`src/rtl/bip_multicycle_cpu.sv`:
```
// Multi-cycle accumulator CPU with request/acknowledge data-memory handshake.
// Define BIP_LOGIC_OPS_EN to build the logic/shift opcodes (8-15).
module bip_multicycle_cpu #(
    parameter int ADDR_LENGTH        = 11,
    parameter int DATA_LENGTH        = 16,
    parameter int OPCODE_LENGTH      = 5,
    parameter int OPERAND_LENGTH     = 11,
    parameter int INSTRUCTION_LENGTH = 16
) (
    input  logic                          clk,
    input  logic                          reset,
    input  logic [INSTRUCTION_LENGTH-1:0] instruction,
    input  logic [DATA_LENGTH-1:0]        data_from_dm,
    input  logic                          dm_ack,
    output logic [DATA_LENGTH-1:0]        data_to_dm,
    output logic [ADDR_LENGTH-1:0]        addr_to_pm,
    output logic [ADDR_LENGTH-1:0]        addr_to_dm,
    output logic [DATA_LENGTH-1:0]        outPC,
    output logic                          RdRam,
    output logic                          WrRam,
    output logic                          halted
);

    typedef enum logic [1:0] {
        S_FETCH,
        S_EXEC,
        S_MEM,
        S_HALT
    } state_t;

    localparam logic [OPCODE_LENGTH-1:0] OP_HLT  = OPCODE_LENGTH'(0);
    localparam logic [OPCODE_LENGTH-1:0] OP_STO  = OPCODE_LENGTH'(1);
    localparam logic [OPCODE_LENGTH-1:0] OP_LD   = OPCODE_LENGTH'(2);
    localparam logic [OPCODE_LENGTH-1:0] OP_LDI  = OPCODE_LENGTH'(3);
    localparam logic [OPCODE_LENGTH-1:0] OP_ADD  = OPCODE_LENGTH'(4);
    localparam logic [OPCODE_LENGTH-1:0] OP_ADDI = OPCODE_LENGTH'(5);
    localparam logic [OPCODE_LENGTH-1:0] OP_SUB  = OPCODE_LENGTH'(6);
    localparam logic [OPCODE_LENGTH-1:0] OP_SUBI = OPCODE_LENGTH'(7);
`ifdef BIP_LOGIC_OPS_EN
    localparam logic [OPCODE_LENGTH-1:0] OP_AND  = OPCODE_LENGTH'(8);
    localparam logic [OPCODE_LENGTH-1:0] OP_ANDI = OPCODE_LENGTH'(9);
    localparam logic [OPCODE_LENGTH-1:0] OP_OR   = OPCODE_LENGTH'(10);
    localparam logic [OPCODE_LENGTH-1:0] OP_ORI  = OPCODE_LENGTH'(11);
    localparam logic [OPCODE_LENGTH-1:0] OP_XOR  = OPCODE_LENGTH'(12);
    localparam logic [OPCODE_LENGTH-1:0] OP_XORI = OPCODE_LENGTH'(13);
    localparam logic [OPCODE_LENGTH-1:0] OP_SHL  = OPCODE_LENGTH'(14);
    localparam logic [OPCODE_LENGTH-1:0] OP_SHR  = OPCODE_LENGTH'(15);
`endif
    localparam logic [OPCODE_LENGTH-1:0] OP_BEQ  = OPCODE_LENGTH'(16);
    localparam logic [OPCODE_LENGTH-1:0] OP_BNE  = OPCODE_LENGTH'(17);
    localparam logic [OPCODE_LENGTH-1:0] OP_JMP  = OPCODE_LENGTH'(18);
    localparam logic [OPCODE_LENGTH-1:0] OP_BLT  = OPCODE_LENGTH'(19);

    state_t                          r_state;
    state_t                          w_state_nxt;
    logic [ADDR_LENGTH-1:0]          r_pc;
    logic [ADDR_LENGTH-1:0]          w_pc_nxt;
    logic [DATA_LENGTH-1:0]          r_acc;
    logic [DATA_LENGTH-1:0]          w_acc_nxt;
    logic [INSTRUCTION_LENGTH-1:0]   r_ir;
    logic [INSTRUCTION_LENGTH-1:0]   w_ir_nxt;

    logic [OPCODE_LENGTH-1:0]        w_opcode;
    logic [OPERAND_LENGTH-1:0]       w_operand;
    logic signed [OPERAND_LENGTH-1:0] w_operand_s;
    logic [DATA_LENGTH-1:0]          w_imm;
    logic [ADDR_LENGTH-1:0]          w_target;
    logic [ADDR_LENGTH-1:0]          w_pc_inc;
`ifdef BIP_LOGIC_OPS_EN
    logic [OPERAND_LENGTH-1:0]       w_shamt;
`endif

    logic                            w_halt;
    logic                            w_mem_rd;
    logic                            w_mem_wr;
    logic                            w_take;
    logic [DATA_LENGTH-1:0]          w_exec_acc;
    logic [DATA_LENGTH-1:0]          w_mem_acc;

    assign w_opcode    = r_ir[INSTRUCTION_LENGTH-1 -: OPCODE_LENGTH];
    assign w_operand   = r_ir[OPERAND_LENGTH-1:0];
    assign w_operand_s = w_operand;
    assign w_imm       = DATA_LENGTH'(w_operand_s);
    assign w_target    = w_operand[ADDR_LENGTH-1:0];
    assign w_pc_inc    = r_pc + ADDR_LENGTH'(1);
`ifdef BIP_LOGIC_OPS_EN
    assign w_shamt     = w_operand % OPERAND_LENGTH'(DATA_LENGTH);
`endif

    // Decode: EXEC-cycle result for register ops, MEM-cycle result for reads.
    always_comb begin
        w_halt     = 1'b0;
        w_mem_rd   = 1'b0;
        w_mem_wr   = 1'b0;
        w_take     = 1'b0;
        w_exec_acc = r_acc;
        w_mem_acc  = r_acc;
        case (w_opcode)
            OP_HLT:  w_halt = 1'b1;
            OP_STO:  w_mem_wr = 1'b1;
            OP_LD: begin
                w_mem_rd  = 1'b1;
                w_mem_acc = data_from_dm;
            end
            OP_LDI:  w_exec_acc = w_imm;
            OP_ADD: begin
                w_mem_rd  = 1'b1;
                w_mem_acc = r_acc + data_from_dm;
            end
            OP_ADDI: w_exec_acc = r_acc + w_imm;
            OP_SUB: begin
                w_mem_rd  = 1'b1;
                w_mem_acc = r_acc - data_from_dm;
            end
            OP_SUBI: w_exec_acc = r_acc - w_imm;
`ifdef BIP_LOGIC_OPS_EN
            OP_AND: begin
                w_mem_rd  = 1'b1;
                w_mem_acc = r_acc & data_from_dm;
            end
            OP_ANDI: w_exec_acc = r_acc & w_imm;
            OP_OR: begin
                w_mem_rd  = 1'b1;
                w_mem_acc = r_acc | data_from_dm;
            end
            OP_ORI:  w_exec_acc = r_acc | w_imm;
            OP_XOR: begin
                w_mem_rd  = 1'b1;
                w_mem_acc = r_acc ^ data_from_dm;
            end
            OP_XORI: w_exec_acc = r_acc ^ w_imm;
            OP_SHL:  w_exec_acc = r_acc << w_shamt;
            OP_SHR:  w_exec_acc = r_acc >> w_shamt;
`endif
            OP_BEQ:  w_take = (r_acc == '0);
            OP_BNE:  w_take = (r_acc != '0);
            OP_JMP:  w_take = 1'b1;
            OP_BLT:  w_take = r_acc[DATA_LENGTH-1];
            default: ;
        endcase
    end

    always_comb begin
        w_state_nxt = r_state;
        w_pc_nxt    = r_pc;
        w_acc_nxt   = r_acc;
        w_ir_nxt    = r_ir;
        unique case (r_state)
            S_FETCH: begin
                w_ir_nxt    = instruction;
                w_state_nxt = S_EXEC;
            end
            S_EXEC: begin
                if (w_halt) begin
                    w_state_nxt = S_HALT;
                end else if (w_mem_rd || w_mem_wr) begin
                    w_state_nxt = S_MEM;
                end else begin
                    w_acc_nxt   = w_exec_acc;
                    w_pc_nxt    = w_take ? w_target : w_pc_inc;
                    w_state_nxt = S_FETCH;
                end
            end
            S_MEM: begin
                if (dm_ack) begin
                    if (w_mem_rd) begin
                        w_acc_nxt = w_mem_acc;
                    end
                    w_pc_nxt    = w_pc_inc;
                    w_state_nxt = S_FETCH;
                end
            end
            S_HALT: ;
            default: w_state_nxt = S_FETCH;
        endcase
    end

    always_ff @(posedge clk or negedge reset) begin
        if (!reset) begin
            r_state <= S_FETCH;
            r_pc    <= '0;
            r_acc   <= '0;
            r_ir    <= '0;
        end else begin
            r_state <= w_state_nxt;
            r_pc    <= w_pc_nxt;
            r_acc   <= w_acc_nxt;
            r_ir    <= w_ir_nxt;
        end
    end

    assign data_to_dm = r_acc;
    assign addr_to_pm = r_pc;
    assign addr_to_dm = w_target;
    assign outPC      = DATA_LENGTH'(r_pc);
    assign RdRam      = (r_state == S_MEM) && w_mem_rd;
    assign WrRam      = (r_state == S_MEM) && w_mem_wr;
    assign halted     = (r_state == S_HALT);

endmodule

```
`config.mk`:
```
export PLATFORM = sky130hd
export DESIGN_NAME = bip_multicycle_cpu
export DESIGN_NICKNAME = d
export VERILOG_FILES = /design/src/rtl/bip_multicycle_cpu.sv
export SDC_FILE = /design/constraint.sdc
export NUM_CORES = 1
export LEC_CHECK = 0
export ABC_AREA = 1
export CAP_MARGIN = 30
export CORE_ASPECT_RATIO = 0.5
export CORE_MARGIN = 2
export CORE_UTILIZATION = 44
export DETAILED_ROUTE_END_ITERATION = 16
export PLACE_DENSITY = 0.67
export SLEW_MARGIN = 20
export SYNTH_ARGS = -nofsm -noshare
export SYNTH_HDL_FRONTEND = slang
export SYNTH_SLANG_ARGS = --single-unit
```
`constraint.sdc`:
```
create_clock -name clk -period 3.35 [get_ports clk]
set_clock_uncertainty 0.05 [all_clocks]
set_input_delay 0.67 -clock clk [delete_from_list [all_inputs] [get_ports clk]]
set_output_delay 0.67 -clock clk [all_outputs]
set_load 0.01 [all_outputs]
```
* Word level (Yosys, flattened, before mapping)
Cells that the tools add are included.
** Cells by class
- $add $sub $neg :: 5
- Eq/ne operators :: 20
- Mux-type cells :: 20
- Reductions and logical operators :: 13
** Operators with widths (count)
- $pmux W16 S3 :: 2
- $mux W16 :: 4
- $mux W11 :: 4
- $add A16 B16 Y16 :: 2
- $pmux W16 S2 :: 1
- $sub A16 B16 Y16 :: 2
- $pmux W11 S2 :: 1
- $eq A5 B3 Y1 const B :: 4
- $eq A5 B5 Y1 const B :: 4
- $logic_not A16 Y1 :: 1
- $reduce_bool A16 Y1 :: 1
- $add A11 B1 Y11 const B :: 1
- $eq A5 B2 Y1 const B :: 2
- $ne A2 B2 Y1 const B :: 4
- $ne A4 B1 Y1 const B :: 2
- $reduce_and A7 Y1 :: 1
- $mux W2 :: 3
- $pmux W2 S3 :: 1
- $eq A5 B1 Y1 const B :: 1
- $logic_not A5 Y1 :: 1
- $eq A2 B2 Y1 const B :: 2
- $pmux W1 S4 :: 1
- $reduce_and A4 Y1 :: 1
- $mux W1 :: 3
- 8 further kinds :: 9
** Storage, ports and cells
- Register bits :: 45
- Bits of input ports :: 35
- Output and inout bits :: 57
- Logic and storage cells :: 62

* Logic depth before layout (Yosys ltp)
Gate-level depths: netlist of the first run.
- Depth in word-level cells :: 7
- Gate-level depth with buffers :: 24
- Mapped depth without buffers :: 24

* Worst setup path after synthesis of the first run
OpenSTA, ideal clock, no wires.
- Path type :: input -> register
- Start point :: in data_from_dm[0]
- End point :: reg r_acc[13], in the netlist data_to_dm[13]
- Library setup time :: 117 ps
- Arrival :: 2785 ps
- Data required time :: 3183 ps
- Slack :: 399 ps
- Stages on the path :: 22
- Buffers on the path :: 0
- Path through :: inv_1 ha_1 inv_1 nor2_1 nand4_1 nor3_2 nand3_1 nand2_1 xor2_1 inv_1 ha_1 a21oi_1 nor2_1 nor2_1 o21a_1 nand2_1 nand2_1 nand3_1 nand2_1 nand2_1 nand2_1 nand2_1
** On the way
- Cells in the longest elaborated chain, start to end :: 5
- Elaborated cells between the ends (all ways) :: 6
- Those cells by class :: 2 x add/sub; 4 x mux
** RTL lines
- start, declared :: RTL line 13 : input logic [DATA_LENGTH-1:0] data_from_dm,
- $sub A16 B16 Y16 or $add A16 B16 Y16 (tied branches) :: RTL line 113, 108
- $pmux W16 S3 (*) :: RTL line 98 : case (w_opcode)
- $mux W16 (*) :: RTL line 166 : if (w_mem_rd) begin
- $mux W16 (*) :: RTL line 165 : if (dm_ack) begin
- $pmux W16 S2 (*) :: RTL line 148 : unique case (r_state)
- end signal, assigned :: RTL line 187 : r_acc <= w_acc_nxt;
- end, declared :: RTL line 58 : logic [DATA_LENGTH-1:0] r_acc;
Every way passes the cells marked *; elsewhere a longest branch is shown, timed or not. The select of a mux whose other input is x is not followed.
A chain may end at the register's enable or synchronous reset.

* Worst setup path after layout of the first run
- Start point :: in data_from_dm[6]
- End point :: reg r_acc[15], in the netlist data_to_dm[15]
The elaborated chain is that of the path after synthesis.

==> metrics.md, run 1 <==
| Metric | Value |
|---|---|
| Status | `finished clean` |
| Min Tclk post-route | `3170 ps` |
| Hold-fix buffers, CTS | `0` |
| Internal power | `0.00335 W` |
| Row count | `27` |
| Commonest non-fill, non-tap cell in the layout | `nand2_1` |
| Largest net degree at the start of global routing | `34` |
| Wire per inst | `14.4 um` |
| Initial core utilization | `46.0%` |
| Number of distinct library cells after synthesis | `43` |
| Final Wtd Congestion | `between 0.9 and 1` |
| Min Hold Slack | `roughly 240 ps` |
| Gr ovfl total | `0` |
| Avg Cell Area, Syn | `6.27 sq um` |
| R2R depth | `14` |
| CTS clk-pin slew, worst paths | `60 ps` |
| Gr usage total | `25.5%` |
| Critical Path AT | `about 3300 ps` |
| Routed vias/inst | `5.02` |
| PortBufs | `86` |
| Psw | `0.00386 W` |
| Core footprint | `11200 sq um` |
| Final nets | `between 1000 and 1500` |
| Root buf cell | `clkbuf_16` |
| Vias in the first global route | `5200` |
| Clk_lat worst skew | `approximately 290 ps` |
| #FFs+latches synth | `45` |
| R2r setup slk | `230 ps` |
| H-tree levels | `2` |
| Synth top area share | `21.8%` |
| Maximum root-to-sink buffer count | `2` |
| Fmax | `316 MHz` |
| 1st-iter DRT viols | `340` |
| Cts bufs inserted | `5` |
| I/O pin cnt | `92` |
| Post-route core utilization | `between 60 and 70%` |
| # DRC | `0` |
| CTS tree | `yes` |
| Final worst path period share | `a little over nine tenths` |
| Switching Fraction | `between 50% and 60%` |
| Worst slew pin tran | `511 ps` |
| Fin. Hold Viols | `0` |
| Area growth syn-to-layout | `31.1%` |
| Mapped cell area | `5160 sq um` |
| Leakage | `3.56 nW` |
| DR pass1 iterations | `5` |
| DIE HEIGHT | `between 80 and 90 um` |
| Most frequent cells in the layout | `nand2_1, inv_1, clkdlybuf4s50_1, buf_4, nand3_1` |
| MaxCap Viol Count | `0` |
| Die width | `157 um` |
| DIE AREA | `around 13000 sq um` |
| Setup-failing EPs final | `0` |
| Synth area leaders | `dfrtp_1, nand2_1, ha_1, inv_1, nand3_1` |
| Crit path kind | `in -> reg` |
| First-pass GRT wire length | `25400 um` |
| Layout cell share with drive strength beyond 1 | `14.9%` |
| Initial antenna violation count | `0` |
| Register area share after synthesis | `21.8%` |
| CP Data Required Time | `3470 ps` |
| Share of flip-flops with an asynchronous set or reset | `100%` |
| Post-DRT Antenna Nets | `0` |
| Crit path max fanout | `5` |
| Power Density | `roughly 1100 nW/um^2` |
| Comb pwr share | `between 70 and 80%` |
| Antenna Cells | `0` |
| Most common flop cell mapped by yosys | `dfrtp_1` |
| Largest vdd supply drop | `445 uV` |
| Cell taking the most area after synthesis | `dfrtp_1` |
| Detail Placement HPWL | `12400 um` |
| Sink Count | `45` |
| CP endpoint kind | `flop` |
| Max-slew violations | `0` |
| Ys Warns | `0` |
| Clock network fraction of total power | `approximately 6.7%` |
| Drt total wl | `between 15000 and 20000 um` |
| Slew headroom | `65.6%` |
| Cells after Synth | `822` |
| Post-synth EDFFs | `0` |
| Startpoint class of the critical path | `input port` |
| Min-Delay Path Class | `in -> async` |
| Vias | `5551` |
| Sequential share of power | `16.9%` |
==> metrics by stage <==
| stage | setup slack, ps | TNS (ps) | instance area [sq um] | total power [W] | instances |
|---|---|---|---|---|---|
| 2_1_floorplan | 399 | 0 | 5170 | 0.00480 | 826 |
| 3_3_place_gp | -299 | -2000 | 6300 | 0.00635 | 1075 |
| 3_5_place_dp | -435 | -2810 | 6320 | 0.00643 | 1076 |
| 4_1_cts | 39.7 | 0 | 6640 | 0.00700 | 1102 |
| 5_1_grt | -27.1 | -56.1 | 6760 | 0.00794 | 1105 |
| 6_report | 182 | 0 | 6760 | 0.00720 | 1105 |
==> Yosys cell counts, types with 2 or more instances <==
master    number
a21o_1         3
a21oi_1       53
a32o_1         2
and2_1         3
buf_2          9
buf_4         30
clkbuf_1       7
dfrtp_1       45
fa_1           2
ha_1          33
inv_1        110
inv_2          9
nand2_1      250
nand2_2        3
nand3_1       72
nand3_2        3
nand3b_1       2
nand4_1        8
nor2_1        43
nor3_1         7
nor3_2         3
nor4_1         5
o211ai_1       3
o21a_1         4
o21ai_0       43
o21ai_1        8
o21bai_1       3
o31ai_1        3
xnor2_1        7
xor2_1        36
==> power by group through the flow <==
stage,sequential [W],clock (W),combinational (W)
6_report,0.00122,0.000481,0.00550
5_1_grt,0.00125,0.000510,0.00618
4_1_cts,0.00120,0.000488,0.00531
3_5_place_dp,0.00121,0,0.00523
3_3_place_gp,0.00120,0,0.00515
2_1_floorplan,0.00113,0,0.00367
==> worst max-delay path, stage by stage <==
cell             delay, ps
clkdlybuf4s50_1        450
buf_4                  150
nor3_2                 230
nand3_2                140
o31ai_2                220
xor2_1                 100
ha_1                   400
nand2_2                100
buf_4                  140
nor3_2                 120
nand2_1                100
nand2_2                 90
inv_1                   40
nand2_1                 50
nand3_1                 60
a21oi_1                130
a21oi_1                 80
==> kinds of logic after synthesis <==
| group | count (synthesis) | share of synthesized area (%) |
|---|---|---|
| fa+ha+maj | 35 | 8.78 |
| buf+inv | 167 | 14.7 |
| other cells | 1 | 0.0727 |
| xor+xnor | 43 | 7.30 |
| compound gates | 126 | 13.4 |
| simple gates | 405 | 33.9 |
| flops | 45 | 21.8 |
==> worst paths after layout <==
path / end / start
max in group asynchronous: data_to_dm[6] / reset
min in group clk: addr_to_pm[7] / addr_to_pm[7]
worst min register to register: addr_to_pm[7] / addr_to_pm[7]
worst max register to register: data_to_dm[7] / r_ir[15]
worst max-delay path: data_to_dm[15] / data_from_dm[6]
worst min-delay path: addr_to_pm[1] / reset
==> repair_timing <==
item                                    CTS  global route
pin swaps                                15            22
gates cloned                              0             0
endpoints found under the setup margin    5            10
gates resized for setup                  11            37
buffers inserted                         18             3
==> cell type report <==
type,count,area [sq um]
Multi-Input combinational cell,614,3430
Fill cell,1109,4450
Timing Repair Buffer,159,1420
Clock buffer,6,129
Inverter,120,450
Sequential cell,45,1130
Clock inverter,2,10.0
Tap cell,159,199
==> state kept, by name, summed over array words and instances, names as in the netlist <==
signal / flops
addr_to_pm: 11
r_state: 2
r_ir: 16
data_to_dm: 16
==> metal layers <==
metal  track usage (%)  wire length, um  vias to the layer above
met5                 0                0                        -
met4              4.18              127                        0
met3              4.10             1300                       14
met2              39.9             6620                      197
met1              37.4             7910                     2485
li1                  -                -                     2855
No activity file was read; power rests on OpenSTA's default activity.
==> run 2, diff against run 1 <==
Settings changed: CAP_MARGIN 30 to not set, GPL_ROUTABILITY_DRIVEN set to 1.
==> metrics.md, run 2 (synthesized netlist as in run 1, its figures left out) <==
| Metric | Value |
|---|---|
| Core footprint | `11200 sq um (unchanged)` |
| DIE AREA | `12700 sq um (unchanged)` |
| Final nets | `1014 (-0.099%)` |
| Setup-failing EPs final | `0 (unchanged)` |
| CTS tree | `yes` |
| Hold-fix buffers, CTS | `0 (unchanged)` |
| # DRC | `0 (unchanged)` |
| Worst slew pin tran | `590 ps (+79.8 ps)` |
| Row count | `27 (unchanged)` |
| Register Area | `1130 sq um (unchanged)` |
| Drt total wl | `15800 um (-0.85%)` |
| Final Wtd Congestion | `0.930 (unchanged)` |
| Most frequent cells in the layout | `nand2_1, inv_1, clkdlybuf4s50_1, buf_4, nand3_1` |
| DR pass1 iterations | `5 (unchanged)` |
| Largest net degree at the start of global routing | `46 (+35%)` |
| Finished Layout Cells | `1104 (-0.090%)` |
| Detail Placement HPWL | `12300 um (-0.41%)` |
| Startpoint class of the critical path | `input port` |
| Cts bufs inserted | `5 (unchanged)` |
| DIE HEIGHT | `80.6 um (unchanged)` |
| Min-Delay Path Class | `in -> async` |
| Commonest non-fill, non-tap cell in the layout | `nand2_1` |
| Crit path max fanout | `2 (-3)` |
| Sink Count | `45 (unchanged)` |
| Slew headroom | `60.6% (-5.0 points)` |
| Dpl cells | `1075 (-0.093%)` |
| FILL cells | `1117 (+0.72%)` |
| Final worst setup slack | `166 ps (-16.0 ps)` |
| Post-DRT Antenna Nets | `0 (unchanged)` |
| Worst slack at placement | `-420 ps (+15.2 ps)` |
| PortBufs | `86 (unchanged)` |
| MaxCap Viol Count | `0 (unchanged)` |
| CP Data Required Time | `3510 ps (+40 ps)` |
| CP endpoint kind | `flop` |
| Antenna Cells | `0 (unchanged)` |
| Initial antenna violation count | `0 (unchanged)` |
| Die width | `157 um (unchanged)` |
| H-tree levels | `2 (unchanged)` |
| 1st-iter DRT viols | `307 (-9.7%)` |
| Power Density | `1070 nW/um^2 (+0.12%)` |
| Wire per inst | `14.3 um (-0.76%)` |
| Min Tclk post-route | `3180 ps (+16.0 ps)` |
| Area growth syn-to-layout | `30.7%` |
| Vias | `5544 (-0.13%)` |
| Status | `finished clean` |
| Vias in the first global route | `5257 (+1.1%)` |
| I/O pin cnt | `92 (unchanged)` |
| Routed vias/inst | `5.02 (about the same)` |
| Setup total negative slack | `0 ps (unchanged)` |
| First-pass GRT wire length | `25700 um (+1.1%)` |
| Clk_lat worst skew | `290 ps (about the same)` |
| R2r setup slk | `250 ps (+20 ps)` |
| Root buf cell | `clkbuf_16` |
| Final worst path period share | `95.0% (+0.48 points)` |
| Initial core utilization | `46.0% (unchanged)` |
| Largest vdd supply drop | `488 uV (+9.7%)` |
| Fin. Hold Viols | `0 (unchanged)` |
| Area of the multi-input gates | `3430 sq um (about the same)` |
| Maximum root-to-sink buffer count | `2 (unchanged)` |
| Critical Path AT | `3340 ps (+60 ps)` |
| Crit path kind | `in -> reg` |
| Max-slew violations | `0 (unchanged)` |
| Gr ovfl total | `0 (unchanged)` |
| Final Cell Area | `6740 sq um (-0.30%)` |
| Gr usage total | `25.7% (+0.20 points)` |
| Fmax | `314 MHz (-0.50%)` |
| Placed cell areas | `6300 sq um (-0.32%)` |
| Layout cell share with drive strength beyond 1 | `15.4% (+0.54 points)` |
| Leakage | `3.54 nW (-0.31%)` |
| CTS clk-pin slew, worst paths | `60 ps (about the same)` |
run 2: changes by cell type in the layout (fill, tap and decap cells not counted), sizes merged:
| cell | change |
|---|---|
| buf | -1 |
run 2: repair_timing:
item | CTS | global route
endpoints found under the setup margin | 4 | 11
pin swaps | 12 | 14
gates resized for setup | 11 | 42
setup buffers | 18 | 3
run 2: stage by stage:
| stage | hold slack [ps] | utilization (%) | total power, W |
|---|---|---|---|
| 2_1_floorplan | 324 | - | 0.00480 |
| 3_3_place_gp | 468 | 56.2 | 0.00635 |
| 3_5_place_dp | 471 | 56.2 | 0.00643 |
| 4_1_cts | 490 | 59.0 | 0.00699 |
| 5_1_grt | 389 | 60.1 | 0.00794 |
| 6_report | 326 | 60.1 | 0.00719 |
run 2: final cells by class:
| type | count | share of cell area, % |
|---|---|---|
| Clock inverter | 2 | 0.148 |
| Inverter | 120 | 6.68 |
| Clock buffer | 6 | 1.91 |
| Sequential cell | 45 | 16.7 |
| Tap cell | 159 | 2.95 |
| Timing Repair Buffer | 158 | 20.7 |
| Multi-Input combinational cell | 614 | 50.9 |
run 2: worst paths after layout:
path,start,endpoint,depth (start not counted)
setup reg to reg,r_ir[0],data_to_dm[7],17
min in group clk,addr_to_pm[7],addr_to_pm[7],2
max in group asynchronous,reset,data_to_dm[11],1
setup / recovery,data_from_dm[1],data_to_dm[1],24
hold / removal,reset,addr_to_pm[1],1
hold reg to reg,addr_to_pm[7],addr_to_pm[7],2
run 2: per-layer routing:
layer,up-vias,track usage (%),wire [um]
li1,2848,-,-
met1,2509,38.0,8110
met2,179,40.2,6530
met3,8,3.78,1060
met4,0,4.09,109
met5,-,0,0
run 2: worst max-delay path, cell delays in order:
cell and delay, ps:
clkbuf_2 90, inv_2 40, buf_4 110, buf_4 120, buf_4 120, buf_4 120
buf_4 120, buf_4 120, buf_4 120, buf_4 120, buf_4 120, buf_4 130
buf_4 120, buf_4 120, buf_4 120, buf_4 120, buf_4 120, buf_4 120
buf_4 120, buf_4 120, nand2_1 80, a32o_1 160, nand2_1 50, o21ai_1 90
run 2: power breakdown:
part	total, W	switching [W]	internal [W]
clock network	0.000479	0.000205	0.000274
logic	0.00550	0.00323	0.00227
registers	0.00121	0.000408	0.000805
total	0.00719	0.00384	0.00335
==> run 3, diff against run 2 <==
Settings changed: CORE_MARGIN 2 to 1, CORE_UTILIZATION 44 to 55, PLACE_DENSITY 0.67 to 0.81.
==> metrics.md, run 3 (synthesized netlist as in run 1, its figures left out) <==
| Metric | Value |
|---|---|
| CTS tree | `yes` |
| Wire per inst | `15.4 um (+7.3%)` |
| Post-route core utilization | `75.0% (+15 points)` |
| Register Area | `1130 sq um (unchanged)` |
| PortBufs | `86 (unchanged)` |
| Fin. Hold Viols | `0 (unchanged)` |
| Detail Placement HPWL | `12200 um (-1.2%)` |
| Power Density | `1120 nW/um^2 (+5.0%)` |
| RSZ-0062 raised after global routing | `true` |
| Setup-failing EPs final | `0 (unchanged)` |
| Final worst setup slack | `146 ps (-20.6 ps)` |
| MaxCap Viol Count | `0 (unchanged)` |
| Largest vdd supply drop | `540 uV (+11%)` |
| Worst slew pin tran | `587 ps (-2.97 ps)` |
| Hold-fix buffers, CTS | `0 (unchanged)` |
| Sink Count | `45 (unchanged)` |
| Met3 Use GR | `5.83% (+2.1 points)` |
| Max-slew violations | `0 (unchanged)` |
| Vias in the first global route | `5414 (+3.0%)` |
| Core footprint | `8890 sq um (-21%)` |
| Dpl cells | `1035 (-3.7%)` |
| Final nets | `1000 (-1.4%)` |
| Met1 Usage GRT | `46.6% (+8.6 points)` |
| Crit path max fanout | `4 (+2)` |
| Clk_lat worst skew | `290 ps (about the same)` |
| Maximum root-to-sink buffer count | `2 (unchanged)` |
| 1st-iter DRT viols | `546 (+78%)` |
| Drt total wl | `16100 um (+1.9%)` |
| Vias | `5734 (+3.4%)` |
| Comb pwr share | `75.5% (-1.0 points)` |
| Antenna Cells | `0 (unchanged)` |
| Min-Delay Path Class | `in -> async` |
| Gr usage total | `33.3% (+7.6 points)` |
| DR pass1 iterations | `8 (+3)` |
| Gr ovfl total | `0 (unchanged)` |
| Leakage | `3.50 nW (-1.4%)` |
| Layout cell share with drive strength beyond 1 | `13.2% (-2.2 points)` |
| Internal power | `0.00351 W (+4.8%)` |
| DIE AREA | `9790 sq um (-23%)` |
| Post-DRT Antenna Nets | `0 (unchanged)` |
| Row count | `24 (-11%)` |
| # DRC | `0 (unchanged)` |
| CTS clk-pin slew, worst paths | `60 ps (about the same)` |
| Slew headroom | `60.8% (+0.20 points)` |
| Area growth syn-to-layout | `29.3%` |
| DIE HEIGHT | `70.5 um (-13%)` |
| Finished Layout Cells | `1048 (-5.1%)` |
| CP endpoint kind | `flop` |
| Min Tclk post-route | `3200 ps (+20.6 ps)` |
| Fmax | `312 MHz (-0.64%)` |
| Crit path kind | `in -> reg` |
| Initial core utilization | `58.0% (+12 points)` |
| Most frequent cells in the layout | `nand2_1, inv_1, clkdlybuf4s50_1, nand3_1, buf_4` |
| Commonest non-fill, non-tap cell in the layout | `nand2_1` |
| Sequential share of power | `16.7% (-0.2 points)` |
| Clock network fraction of total power | `7.8% (+1.1 points)` |
| FF-to-FF Start | `r_ir[11]` |
| Psw | `0.00396 W (+3.0%)` |
| FILL cells | `736 (-34%)` |
| First-pass GRT wire length | `26100 um (+1.6%)` |
| Worst slack at placement | `-384 ps (+36.1 ps)` |
| Area of the multi-input gates | `3480 sq um (+1.5%)` |
| Startpoint class of the critical path | `input port` |
| CP Data Required Time | `3470 ps (-40 ps)` |
| Cts bufs inserted | `5 (unchanged)` |
| Final Wtd Congestion | `0.929 (-0.14%)` |
| Critical Path AT | `3330 ps (about the same)` |
| Initial antenna violation count | `0 (unchanged)` |
| Final worst path period share | `95.7% (+0.61 points)` |
| Switching Fraction | `53.0% (-0.43 points)` |
| Root buf cell | `clkbuf_16` |
| Most used routing layer | `met2` |
| Die width | `139 um (-12%)` |
| R2R depth | `18 (+1)` |
| Largest net degree at the start of global routing | `46 (unchanged)` |
| Routed vias/inst | `5.47 (+9.0%)` |
| Reg2Reg Capture Point | `data_to_dm[9]` |
| R2r setup slk | `260 ps (about the same)` |
| Setup total negative slack | `0 ps (unchanged)` |
| Status | `finished clean` |
| I/O pin cnt | `92 (unchanged)` |
| Grt met2 use | `54.5% (+14 points)` |
| H-tree levels | `2 (unchanged)` |
run 3: changes by cell type in the layout (fill, tap and decap cells not counted), sizes merged:
cell           before  now
bufinv              0    1
dlymetal6s2s        4    1
clkdlybuf4s50      79   82
dlygate4sd2         0    1
clkinv              3    1
buf                73   59
run 3: how the worst max path moves through the flow:
stage / from / to / cells after the start
global route: r_ir[1] / data_to_dm[13] / 19
floorplan: data_from_dm[0] / data_to_dm[13] / 22
finish: data_from_dm[3] / data_to_dm[7] / 17
detailed placement: data_from_dm[1] / data_to_dm[13] / 23
CTS: data_from_dm[1] / data_to_dm[15] / 22
global placement: data_from_dm[1] / data_to_dm[15] / 20
run 3: metrics by stage:
stage                     hold slack [ps]  area [sq um]  power (W)
after global routing                  374          6670    0.00815
final                                 339          6670    0.00747
after global placement                476          6270    0.00633
after detailed placement              474          6270    0.00647
after floorplan                       324          5170    0.00480
after CTS                             499          6520    0.00715
run 3: power by group through the flow:
| stage | combinational [W] | clock [W] | sequential (W) |
|---|---|---|---|
| 2_1_floorplan | 0.00367 | 0 | 0.00113 |
| 3_3_place_gp | 0.00513 | 0 | 0.00119 |
| 3_5_place_dp | 0.00525 | 0 | 0.00121 |
| 4_1_cts | 0.00536 | 0.000588 | 0.00121 |
| 5_1_grt | 0.00627 | 0.000611 | 0.00127 |
| 6_report | 0.00564 | 0.000584 | 0.00124 |
run 3: what timing repair did:
action                                  4_1_cts  5_1_grt
buffers inserted                              3        2
gates cloned                                  0        0
resized for setup                            16       39
endpoints found under the setup margin        6       10
pin swaps                                    14       21
run 3: area by class of cell:
| class | instances | area share (%) |
|---|---|---|
| Clock buffer | 7 | 2.14 |
| Sequential cell | 45 | 16.9 |
| Timing Repair Buffer | 144 | 19.4 |
| Tap cell | 117 | 2.20 |
| Multi-Input combinational cell | 614 | 52.2 |
| Inverter | 120 | 6.79 |
| Clock inverter | 1 | 0.450 |
run 3: worst max-delay path: stages:
cell and delay (ps):
clkdlybuf4s50_1 430, inv_1 100, nand4_1 150, buf_4 170, buf_4 120, nand2_1 60, xor2_1 140, inv_1 60
ha_1 320, nand2_1 160, inv_1 50, a21oi_1 150, nand2_1 130, xor2_1 160, o21ai_0 210, nand3_1 110
o21a_1 120
run 3: per-layer routing:
metal	wire, um	vias up
li1	-	2823
met1	7340	2619
met2	7080	270
met3	1510	22
met4	176	0
met5	0	-
